### src/rtl/regfile_burst_master_pkg.sv
// Shared defaults and FSM state encoding for the register-file burst master.
package regfile_burst_master_pkg;

    localparam int unsigned DATA_WIDTH_DEF = 32;
    localparam int unsigned ADDR_WIDTH_DEF = 5;

    typedef enum logic [2:0] {
        StIdle   = 3'd0,
        StWrite  = 3'd1,
        StWdrain = 3'd2,
        StRead   = 3'd3,
        StDone   = 3'd4
    } state_e;

endpackage

### src/rtl/regfile_burst_master_if.sv
// Command, write-stream, read-stream and register-file pin bundle of the burst master.
interface regfile_burst_master_if
    import regfile_burst_master_pkg::*;
#(
    parameter int unsigned DATA_WIDTH = DATA_WIDTH_DEF,
    parameter int unsigned ADDR_WIDTH = ADDR_WIDTH_DEF
);

    logic                  cmd_valid;
    logic                  cmd_ready;
    logic                  cmd_write;
    logic [ADDR_WIDTH-1:0] cmd_addr;
    logic [ADDR_WIDTH-1:0] cmd_len_m1;
    logic                  wr_valid;
    logic                  wr_ready;
    logic [DATA_WIDTH-1:0] wr_data;
    logic                  rd_valid;
    logic                  rd_ready;
    logic [DATA_WIDTH-1:0] rd_data;
    logic                  done;
    logic                  busy;
    logic [ADDR_WIDTH-1:0] rf_addr;
    logic [DATA_WIDTH-1:0] rf_wdata;
    logic                  rf_we;
    logic [DATA_WIDTH-1:0] rf_rdata;

    modport master (
        input  cmd_valid, cmd_write, cmd_addr, cmd_len_m1, wr_valid, wr_data, rd_ready, rf_rdata,
        output cmd_ready, wr_ready, rd_valid, rd_data, done, busy, rf_addr, rf_wdata, rf_we
    );

    modport slave (
        output cmd_valid, cmd_write, cmd_addr, cmd_len_m1, wr_valid, wr_data, rd_ready, rf_rdata,
        input  cmd_ready, wr_ready, rd_valid, rd_data, done, busy, rf_addr, rf_wdata, rf_we
    );

endinterface

### src/rtl/regfile_burst_master_rf_rd_buffer.sv
// Two-entry synchronous FIFO holding read beats returned by the register file.
module regfile_burst_master_rf_rd_buffer #(
    parameter int unsigned DATA_WIDTH = 32
) (
    input  logic                  clk,
    input  logic                  rst,
    input  logic                  push,
    input  logic [DATA_WIDTH-1:0] push_data,
    input  logic                  pop,
    output logic [DATA_WIDTH-1:0] pop_data,
    output logic                  full,
    output logic                  empty,
    output logic [1:0]            count
);

    logic [DATA_WIDTH-1:0] mem_q [2];
    logic                  wr_ptr_q;
    logic                  rd_ptr_q;
    logic                  do_push;
    logic                  do_pop;

    assign full     = (count == 2'd2);
    assign empty    = (count == 2'd0);
    assign do_pop   = pop && !empty;
    // A push into a full buffer is only legal when the same cycle frees a slot.
    assign do_push  = push && (!full || do_pop);
    assign pop_data = mem_q[rd_ptr_q];

    always_ff @(posedge clk or posedge rst) begin
        if (rst) begin
            mem_q[0] <= '0;
            mem_q[1] <= '0;
            wr_ptr_q <= 1'b0;
            rd_ptr_q <= 1'b0;
            count    <= 2'd0;
        end else begin
            if (do_push) begin
                mem_q[wr_ptr_q] <= push_data;
                wr_ptr_q        <= !wr_ptr_q;
            end
            if (do_pop) begin
                rd_ptr_q <= !rd_ptr_q;
            end
            case ({do_push, do_pop})
                2'b10:   count <= count + 2'd1;
                2'b01:   count <= count - 2'd1;
                default: count <= count;
            endcase
        end
    end

endmodule

### src/rtl/regfile_burst_master.sv
// Burst initiator driving a single-port register file: write bursts from a stream,
// read bursts into a stream through a 2-entry credit-limited buffer.
module regfile_burst_master
    import regfile_burst_master_pkg::*;
#(
    parameter int unsigned DATA_WIDTH = DATA_WIDTH_DEF,
    parameter int unsigned ADDR_WIDTH = ADDR_WIDTH_DEF
) (
    input logic                    clk,
    input logic                    rst,
    regfile_burst_master_if.master bus
);

    state_e                state_q;
    logic [ADDR_WIDTH-1:0] cur_addr_q;
    logic [ADDR_WIDTH-1:0] beats_left_q;
    logic [ADDR_WIDTH:0]   issue_left_q;
    logic                  in_flight_q;
    logic                  rf_we_q;

    logic                  wr_hs;
    logic                  pop;
    logic                  issue;
    logic [2:0]            used;
    logic                  buf_full;
    logic                  buf_empty;
    logic [1:0]            buf_count;
    logic [DATA_WIDTH-1:0] buf_data;

    assign wr_hs = (state_q == StWrite) && bus.wr_valid;
    assign pop   = !buf_empty && bus.rd_ready;
    // Slots committed after this cycle's pop; a same-cycle pop frees credit for full throughput.
    assign used  = {1'b0, buf_count} + {2'b00, in_flight_q} - {2'b00, pop};
    assign issue = (state_q == StRead) && (issue_left_q != '0) && (used < 3'd2);

    always_ff @(posedge clk or posedge rst) begin
        if (rst) begin
            state_q      <= StIdle;
            cur_addr_q   <= '0;
            beats_left_q <= '0;
            issue_left_q <= '0;
            in_flight_q  <= 1'b0;
            rf_we_q      <= 1'b0;
        end else begin
            in_flight_q <= issue;
            rf_we_q     <= wr_hs;
            case (state_q)
                StIdle: begin
                    if (bus.cmd_valid) begin
                        cur_addr_q   <= bus.cmd_addr;
                        beats_left_q <= bus.cmd_len_m1;
                        issue_left_q <= {1'b0, bus.cmd_len_m1} + (ADDR_WIDTH + 1)'(1);
                        state_q      <= bus.cmd_write ? StWrite : StRead;
                    end
                end
                StWrite: begin
                    if (wr_hs) begin
                        cur_addr_q   <= cur_addr_q + ADDR_WIDTH'(1);
                        beats_left_q <= beats_left_q - ADDR_WIDTH'(1);
                        if (beats_left_q == '0) begin
                            state_q <= StWdrain;
                        end
                    end
                end
                StWdrain: state_q <= StIdle;
                StRead: begin
                    if (issue) begin
                        cur_addr_q   <= cur_addr_q + ADDR_WIDTH'(1);
                        issue_left_q <= issue_left_q - (ADDR_WIDTH + 1)'(1);
                    end
                    if (pop) begin
                        beats_left_q <= beats_left_q - ADDR_WIDTH'(1);
                        if (beats_left_q == '0) begin
                            state_q <= StDone;
                        end
                    end
                end
                StDone:  state_q <= StIdle;
                default: state_q <= StIdle;
            endcase
        end
    end

    regfile_burst_master_rf_rd_buffer #(
        .DATA_WIDTH (DATA_WIDTH)
    ) u_rd_buffer (
        .clk       (clk),
        .rst       (rst),
        .push      (in_flight_q),
        .push_data (bus.rf_rdata),
        .pop       (pop),
        .pop_data  (buf_data),
        .full      (buf_full),
        .empty     (buf_empty),
        .count     (buf_count)
    );

    // The credit check must never let a returning beat meet a full, non-draining buffer.
    assert property (@(posedge clk) disable iff (rst) !(in_flight_q && buf_full && !pop));

    assign bus.cmd_ready = (state_q == StIdle);
    assign bus.wr_ready  = (state_q == StWrite);
    assign bus.busy      = (state_q != StIdle);
    assign bus.done      = (state_q == StWdrain) || (state_q == StDone);
    assign bus.rf_addr   = cur_addr_q;
    assign bus.rf_wdata  = bus.wr_data;
    assign bus.rf_we     = rf_we_q;
    assign bus.rd_valid  = !buf_empty;
    assign bus.rd_data   = buf_data;

endmodule

### src/flat_wrapper.sv
// flat-port wrapper written by rule: the top's interface ports become plain ports
module regfile_burst_master_flat import regfile_burst_master_pkg::*;
#(
    parameter int unsigned DATA_WIDTH = DATA_WIDTH_DEF,
    parameter int unsigned ADDR_WIDTH = ADDR_WIDTH_DEF
)
  (clk, rst, bus_cmd_valid, bus_cmd_write, bus_cmd_addr, bus_cmd_len_m1, bus_wr_valid, bus_wr_data, bus_rd_ready, bus_rf_rdata, bus_cmd_ready, bus_wr_ready, bus_rd_valid, bus_rd_data, bus_done, bus_busy, bus_rf_addr, bus_rf_wdata, bus_rf_we);
  regfile_burst_master_if #(.DATA_WIDTH(DATA_WIDTH), .ADDR_WIDTH(ADDR_WIDTH)) bus_i ();
  input logic clk;
  input logic rst;
  input wire logic [$bits(bus_i.cmd_valid)-1:0] bus_cmd_valid;
  input wire logic [$bits(bus_i.cmd_write)-1:0] bus_cmd_write;
  input wire logic [$bits(bus_i.cmd_addr)-1:0] bus_cmd_addr;
  input wire logic [$bits(bus_i.cmd_len_m1)-1:0] bus_cmd_len_m1;
  input wire logic [$bits(bus_i.wr_valid)-1:0] bus_wr_valid;
  input wire logic [$bits(bus_i.wr_data)-1:0] bus_wr_data;
  input wire logic [$bits(bus_i.rd_ready)-1:0] bus_rd_ready;
  input wire logic [$bits(bus_i.rf_rdata)-1:0] bus_rf_rdata;
  output wire logic [$bits(bus_i.cmd_ready)-1:0] bus_cmd_ready;
  output wire logic [$bits(bus_i.wr_ready)-1:0] bus_wr_ready;
  output wire logic [$bits(bus_i.rd_valid)-1:0] bus_rd_valid;
  output wire logic [$bits(bus_i.rd_data)-1:0] bus_rd_data;
  output wire logic [$bits(bus_i.done)-1:0] bus_done;
  output wire logic [$bits(bus_i.busy)-1:0] bus_busy;
  output wire logic [$bits(bus_i.rf_addr)-1:0] bus_rf_addr;
  output wire logic [$bits(bus_i.rf_wdata)-1:0] bus_rf_wdata;
  output wire logic [$bits(bus_i.rf_we)-1:0] bus_rf_we;
  assign bus_i.cmd_valid = bus_cmd_valid;
  assign bus_i.cmd_write = bus_cmd_write;
  assign bus_i.cmd_addr = bus_cmd_addr;
  assign bus_i.cmd_len_m1 = bus_cmd_len_m1;
  assign bus_i.wr_valid = bus_wr_valid;
  assign bus_i.wr_data = bus_wr_data;
  assign bus_i.rd_ready = bus_rd_ready;
  assign bus_i.rf_rdata = bus_rf_rdata;
  assign bus_cmd_ready = bus_i.cmd_ready;
  assign bus_wr_ready = bus_i.wr_ready;
  assign bus_rd_valid = bus_i.rd_valid;
  assign bus_rd_data = bus_i.rd_data;
  assign bus_done = bus_i.done;
  assign bus_busy = bus_i.busy;
  assign bus_rf_addr = bus_i.rf_addr;
  assign bus_rf_wdata = bus_i.rf_wdata;
  assign bus_rf_we = bus_i.rf_we;
  regfile_burst_master #(.DATA_WIDTH(DATA_WIDTH), .ADDR_WIDTH(ADDR_WIDTH)) u_core (.clk(clk), .rst(rst), .bus(bus_i));
endmodule
### config.mk
export PLATFORM = sky130hd
export DESIGN_NAME = regfile_burst_master_flat
export DESIGN_NICKNAME = d
export VERILOG_FILES = /design/src/rtl/regfile_burst_master_pkg.sv /design/src/rtl/regfile_burst_master_if.sv /design/src/rtl/regfile_burst_master_rf_rd_buffer.sv /design/src/rtl/regfile_burst_master.sv /design/src/flat_wrapper.sv
export SDC_FILE = /design/constraint.sdc
export NUM_CORES = 1
export LEC_CHECK = 0
export CAP_MARGIN = 40
export CORE_ASPECT_RATIO = 0.75
export CORE_MARGIN = 2
export CORE_UTILIZATION = 35
export CTS_CLUSTER_SIZE = 8
export DETAILED_ROUTE_END_ITERATION = 8
export SYNTH_ARGS = -nofsm -noshare
export SYNTH_HDL_FRONTEND = slang
export SYNTH_SLANG_ARGS = --single-unit
### constraint.sdc
create_clock -name clk -period 3.8 [get_ports clk]
set_input_delay 0.57 -clock clk [delete_from_list [all_inputs] [get_ports clk]]
set_output_delay 0.57 -clock clk [all_outputs]
set_load 0.05 [all_outputs]
# [Word level (Yosys, flattened, before mapping)]
# Cells that the tools add are included.
[word_totals] reg_bits=89 latch_bits=0 ramBits=0 romBits=0 in_bits=80 n_memories=0
[classes] add_sub_neg=8 n_mul=0 div_mod_pow=0 order_cmp=4 eq_ne=13 shifts=0 mux=25 bitwise_logic=2 reduce_logical=25
[ops] operator="32-bit two-way mux" n=4
[ops] operator="64-bit bitwise mux" n=1
[ops] operator="32-bit demux with 1-bit select" n=1
[ops] operator="5-bit two-way mux" n=6
[ops] operator="5-bit one-hot mux with 3 select lines" n=2
[ops] operator="3-bit two-way mux" n=5
[ops] operator="6-bit two-way mux" n=2
[ops] operator="6-bit one-hot mux with 2 select lines" n=1
[ops] operator="3-bit one-hot mux with 3 select lines" n=1
[ops] operator="2-bit by 1-bit inequality test with 1-bit output (second input constant)" n=4
[ops] operator="4-bit AND reduction" n=2
[ops] operator="1-bit logical AND" n=7
[ops] operator="5-bit by 1-bit adder with 6-bit output (second input constant)" n=1
[ops] operator="3-bit by 2-bit == test with 1-bit output (second input constant)" n=2
[ops] operator="3-bit nonzero test" n=2
[ops] operator="6-bit nonzero test" n=1
[ops] operator="6-bit by 1-bit subtractor with 6-bit output (second input constant)" n=1
[ops] operator="5-bit by 1-bit adder with 5-bit output (second input constant)" n=1
[ops] operator="5-bit logical NOT" n=1
[ops] operator="5-bit AND reduction" n=1
[ops] operator="5-bit by 1-bit subtractor with 5-bit output (second input constant)" n=1
[ops] operator="2-bit == test (second input constant)" n=2
[ops] operator="2-bit greater-or-equal comparator (second input constant)" n=2
[ops] operator="1-bit logical NOT" n=4
[ops] operator="other kinds (18)" n=22

# [Longest topological paths before layout]
[logic_depth] depth_word=8 mapped_depth=10 ltp_nobuf=9

# [Cells and area by module]
# Synthesis repeated with hierarchy kept, for this count alone.
[unflattened] hier_cells=387 area_unflattened_um2=4753.3
[by_module_without_submodules] module="regfile_burst_master_rf_rd_buffer" instances=1 cells_each=190 area_per_inst_um2=3002.9
[by_module_without_submodules] module="regfile_burst_master" instances=1 cells_each=197 area_per_inst_um2=1750.4

# [Worst setup path before layout]
# OpenSTA, ideal clock, no wires.
[synth_timing] path_type="register -> register" startpoint="reg u_core.u_rd_buffer.count[0]" endpoint="reg u_core.issue_left_q[5]" setup_time_ns=0.121 t_arrival_ns=2.909 t_required_ns=3.679 path_slack_ns=0.770 path_stages_with_launch=11 cell_sequence="dfrtp_1 -> buf_2 -> o21ai_1 -> inv_1 -> ha_1 -> nand2b_1 -> fa_1 -> xor2_1 -> a311oi_1 -> o21ai_0 -> o22a_1"
[synth_between] elab_chain_len=8 word_cells_on_any_way=9 classes_between="add/sub (2); order compare (1); eq/ne (1); reduce/logical (5)"
[synth_lines] item="start, declared" line_no="regfile_burst_master_rf_rd_buffer.sv:13" text="output logic [1:0] count"
[synth_lines] item="start signal, assigned" line_no="regfile_burst_master_rf_rd_buffer.sv:45" text="2'b10: count <= count + 2'd1;"
[synth_lines] item="start signal, assigned" line_no="regfile_burst_master_rf_rd_buffer.sv:46" text="2'b01: count <= count - 2'd1;"
[synth_lines] item="start signal, assigned" line_no="regfile_burst_master_rf_rd_buffer.sv:47" text="default: count <= count;"
[synth_lines] item="branches (longest 3 deep; another with 2-bit by 1-bit adder with 3-bit output)"
[synth_lines] item="3-bit by 1-bit subtractor with 3-bit output *" line_no="regfile_burst_master.sv:33" text="assign used = {1'b0, buf_count} + {2'b00, in_flight_q} - {2'b00, pop};"
[synth_lines] item="3-bit by 2-bit less-than comparator with 1-bit output *" line_no="regfile_burst_master.sv:34" text="assign issue = (state_q == StRead) && (issue_left_q != '0) && (used < 3'd2);"
[synth_lines] item="1-bit logical AND *" line_no="regfile_burst_master.sv:34"
[synth_lines] item="2-bit by 1-bit inequality test with 1-bit output (no source line) *"
[synth_lines] item="3-bit AND reduction (no source line) *"
[synth_lines] item="end signal, assigned" line_no="regfile_burst_master.sv:52" text="issue_left_q <= {1'b0, bus.cmd_len_m1} + (ADDR_WIDTH + 1)'(1);"
[synth_lines] item="end signal, assigned" line_no="regfile_burst_master.sv:69" text="issue_left_q <= issue_left_q - (ADDR_WIDTH + 1)'(1);"
[synth_lines] item="end, declared" line_no="regfile_burst_master.sv:17" text="logic [ADDR_WIDTH:0] issue_left_q;"
# Every way passes the cells marked *.
# A chain may end at the register's enable or synchronous reset.

# [Final worst setup path]
[layout_timing] startpoint="in bus_rd_ready" endpoint="reg u_core.cur_addr_q[1], in the netlist u_core.bus.rf_addr[1]"
[layout_between] elab_chain_len=6
[layout_lines] item="start, declared" line_no="flat_wrapper.sv:17" text="input wire logic [$bits(bus_i.rd_ready)-1:0] bus_rd_ready;"
[layout_lines] item="1-bit logical AND" line_no="regfile_burst_master.sv:31" text="assign pop = !buf_empty && bus.rd_ready;"
[layout_lines] item="3-bit by 1-bit subtractor with 3-bit output" line_no="regfile_burst_master.sv:33"
[layout_lines] item="3-bit by 2-bit less-than comparator with 1-bit output" line_no="regfile_burst_master.sv:34"
[layout_lines] item="1-bit logical AND" line_no="regfile_burst_master.sv:34"
[layout_lines] item="2-bit by 1-bit inequality test with 1-bit output (no source line)"
[layout_lines] item="4-bit AND reduction (no source line)"
[layout_lines] item="end signal, assigned" line_no="regfile_burst_master.sv:50" text="cur_addr_q <= bus.cmd_addr;"
[layout_lines] item="end signal, assigned" line_no="regfile_burst_master.sv:58" text="cur_addr_q <= cur_addr_q + ADDR_WIDTH'(1);"
[layout_lines] item="end signal, assigned" line_no="regfile_burst_master.sv:68" text="cur_addr_q <= cur_addr_q + ADDR_WIDTH'(1);"
[layout_lines] item="end, declared" line_no="regfile_burst_master.sv:15" text="logic [ADDR_WIDTH-1:0] cur_addr_q;"
# Every way passes these cells.

==> reports/metrics.csv <==
metric;value;unit
numCtsBuffers;9;
holdPathStages;1;
initial_core_util;36.0;%
antenna_found_initial;0;
cp_top_family;compound AO/OA/AOI/OAI gates;
path_class;in2reg;
wl_per_cell;16.1;um
io_buffers;90;
hold_viol_final;0;
cts.sinks;89;
synth-seq-cells;89;
synth_cells;386;
drive_above_1_share;28.4;%
postSynthAreaPerCell;12.1;um2
clock_latency;0.34;ns
syn_area;4680;um2
path_cells;clkdlybuf4s50_1 -> o21ai_1 -> inv_1 -> ha_1 -> nand2b_1 -> fa_1 -> xor2_1 -> a311o_1 -> a21boi_4 -> mux2_4;
die_width;138;um
grt_first_pass_wirelength;16.7;mm
rrSetupSlack;0.82;ns
synth_flop_cell;dfrtp_1;
remaining_drc_errors;0;
hold_class;reg2reg;
drv_slew;0;
max_stage_delay;0.48;ns
drt-initial-drc-count;107;
p_leak;2.50;nW
holdPathEnd;u_core.u_rd_buffer.mem_q[63];
synth_fa_ha_area_share;2.56;%
status;complete, no violations;
wl;9.95;mm
synth_compound_area_share;10.1;%
place.gp.congestion;0.817;
die_h;104;um
maxCapViolations;0;
synth_xor_area_share;1.87;%
yosys_warnings;0;
rsz0062_at_grt;no;
path_max_fanout;6;
htree_levels;3;
nNetsFinal;531;
fin_util;44.8;%
fin_area;5830;um2
synthToLayoutAreaGrowth;24.5;%
p_per_area;993;nW/um2
synth_mux_area_share;24.3;%
grt_usage;14.7;%
clockRootBuffer;clkbuf_16;
syn_nets;475;
grt-ovfl-total;0;
slowest_stage;clkdlybuf4s50_1;
p_total;5.79;mW
first_global_vias;3282;
rows;36;
hp-start;u_core.u_rd_buffer.mem_q[63];
synth_most_common_cell;mux2_2;
fmax;0.319;GHz
arrival;3.37;ns
hpwl;6.68;mm
post-route-min-period;3.14;ns
critical_path_buf_inv_count;2;
reg2regPathDepth;9;
ys_types;52;
ctsResizeCount;0;
setup_viol;0;
drtAntennaViolNets;0;
synth-edff-count;0;
antenna_cells;0;
yosys.area.top_type;dfrtp_1;
async_flop_share;100;%
vdd_drop_max;480;uV
ctsHoldBuffers;0;
worstPathRequired;4.03;ns
grt_max_degree;90;
clock_skew;0.0102;ns
path_clk_slew;0.07;ns
worst_r2r_startpoint;u_core.u_rd_buffer.count[0];
worst_setup_path_start_kind;input pin;
synth_area_leaders;dfrtp_1 (48%), mux2_2 (22%), buf_4 (5.1%), ha_1 (2.1%), xnor2_1 (1.3%);
yosysSeqAreaShare;47.6;%
dpl_cell_area;5540;um2
r2r-end;u_core.bus.rf_addr[1];
cts_tree;yes;
post-route-period-util;82.6;%
via_count;3117;
tns;0;ns
core_area;13000;um2
synth_top_family_by_area;multiplexers;
synthSimpleGateAreaFrac;5.24;%
dieArea;14300;um2
tightest_slew;0.719;ns
cts_setup_buffers;0;
cp-end-kind;register;
ios;155;
clockBufferDepth;2;
yosys-top-cells-count;mux2_2 (93), dfrtp_1 (89), buf_4 (32), nor2_1 (16), inv_1 (13);
firstDrtPassIters;6;
viasPerCell;5.04;
max_slew_margin;51.9;%
netlist.area_leader.share;47.6;%
-- metrics by stage --
stage | setup slack (ns) | std cells | hold slack, ns
after floorplan | 0.770 | 386 | 0.454
after global placement | 0.372 | 602 | 0.464
after detailed placement | 0.315 | 602 | 0.480
after CTS | 0.674 | 618 | 0.494
after global routing | 0.519 | 618 | 0.510
final | 0.661 | 618 | 0.487
-- worst register-to-register path, cell delays in order (launching register included) --
cell and delay [ns]:
dfrtp_1 0.49, o21ai_1 0.22, inv_1 0.08, ha_1 0.28, nand2b_1 0.16, fa_1 0.41
xor2_1 0.17, a311o_1 0.47, a21boi_4 0.29, mux2_4 0.32
-- power breakdown --
group	total [mW]	internal (mW)	switching, mW
clock	0.859	0.483	0.376
combinational	3.26	1.37	1.88
sequential	1.68	1.37	0.312
-- metal layers --
metal	global-route usage, %	up-vias	share of wire [%]
li1	-	1467	-
met1	19.1	1525	45
met2	23.1	84	47
met3	3.85	41	5.5
met4	6.41	0	2.8
met5	0	-	0
-- logic make-up (layout without fill, tap and decap cells) --
logic type | after synthesis | in the layout
and+or+nand+nor | 50 | 50
buffers and inverters | 65 | 126
xor gates and xnor gates | 10 | 10
adders and majority gates | 9 | 9
AOI/OAI and AO/OA | 62 | 62
muxes | 101 | 101
DFF | 89 | 89
-- cell type report --
cell class | instances | area [um2]
Clock buffer | 11 | 253
Clock inverter | 5 | 38.8
Timing Repair Buffer | 97 | 966
Fill cell | 1195 | 7190
Sequential cell | 89 | 2230
Tap cell | 171 | 214
Multi-Input combinational cell | 232 | 2080
Inverter | 13 | 50.0
-- layout by cell type (no fill, tap or decap), types with 2 or more instances in the layout --
| master | instances |
|---|---|
| dfrtp_1 | 89 |
| nand2b_1 | 4 |
| a221oi_1 | 2 |
| nand2_1 | 9 |
| clkinv_2 | 2 |
| nand3_1 | 8 |
| clkinv_4 | 2 |
| mux2_1 | 5 |
| clkbuf_8 | 2 |
| nor3_1 | 4 |
| a22oi_1 | 4 |
| nor2_1 | 15 |
| xor2_1 | 3 |
| clkdlybuf4s50_1 | 90 |
| o2bb2ai_1 | 4 |
| o31ai_1 | 2 |
| a211o_1 | 2 |
| mux2_2 | 93 |
| mux2i_1 | 2 |
| a21o_1 | 2 |
| xnor2_1 | 7 |
| buf_4 | 6 |
| clkbuf_16 | 9 |
| ha_1 | 8 |
| inv_1 | 12 |
| o21ai_0 | 12 |
| o211ai_1 | 4 |
| a21oi_2 | 2 |
| a21oi_1 | 11 |
| a22o_1 | 4 |
-- registers in the layout, summed over array words and instances (netlist names) --
signal	cells
u_core.u_rd_buffer.count	2
u_core.bus.rf_addr	5
u_core.in_flight_q	1
u_core.state_q	3
u_core.u_rd_buffer.mem_q	64
u_core.beats_left_q	5
u_core.bus.rf_we	1
u_core.issue_left_q	6
u_core.u_rd_buffer.rd_ptr_q	1
u_core.u_rd_buffer.wr_ptr_q	1
-- worst max path at each step --
stage | slack [ns] | depth (start not counted) | end | from
CTS | 0.67 | 10 | u_core.issue_left_q[1] | bus_rd_ready
detailed placement | 0.32 | 10 | u_core.bus.rf_addr[1] | bus_rd_ready
finish | 0.66 | 10 | u_core.bus.rf_addr[1] | bus_rd_ready
global placement | 0.37 | 10 | u_core.bus.rf_addr[1] | bus_rd_ready
global route | 0.52 | 11 | u_core.bus.rf_addr[4] | bus_rd_ready
floorplan | 0.77 | 10 | u_core.issue_left_q[5] | u_core.u_rd_buffer.count[0]
Note: power is estimated with default switching activity, not from simulation.
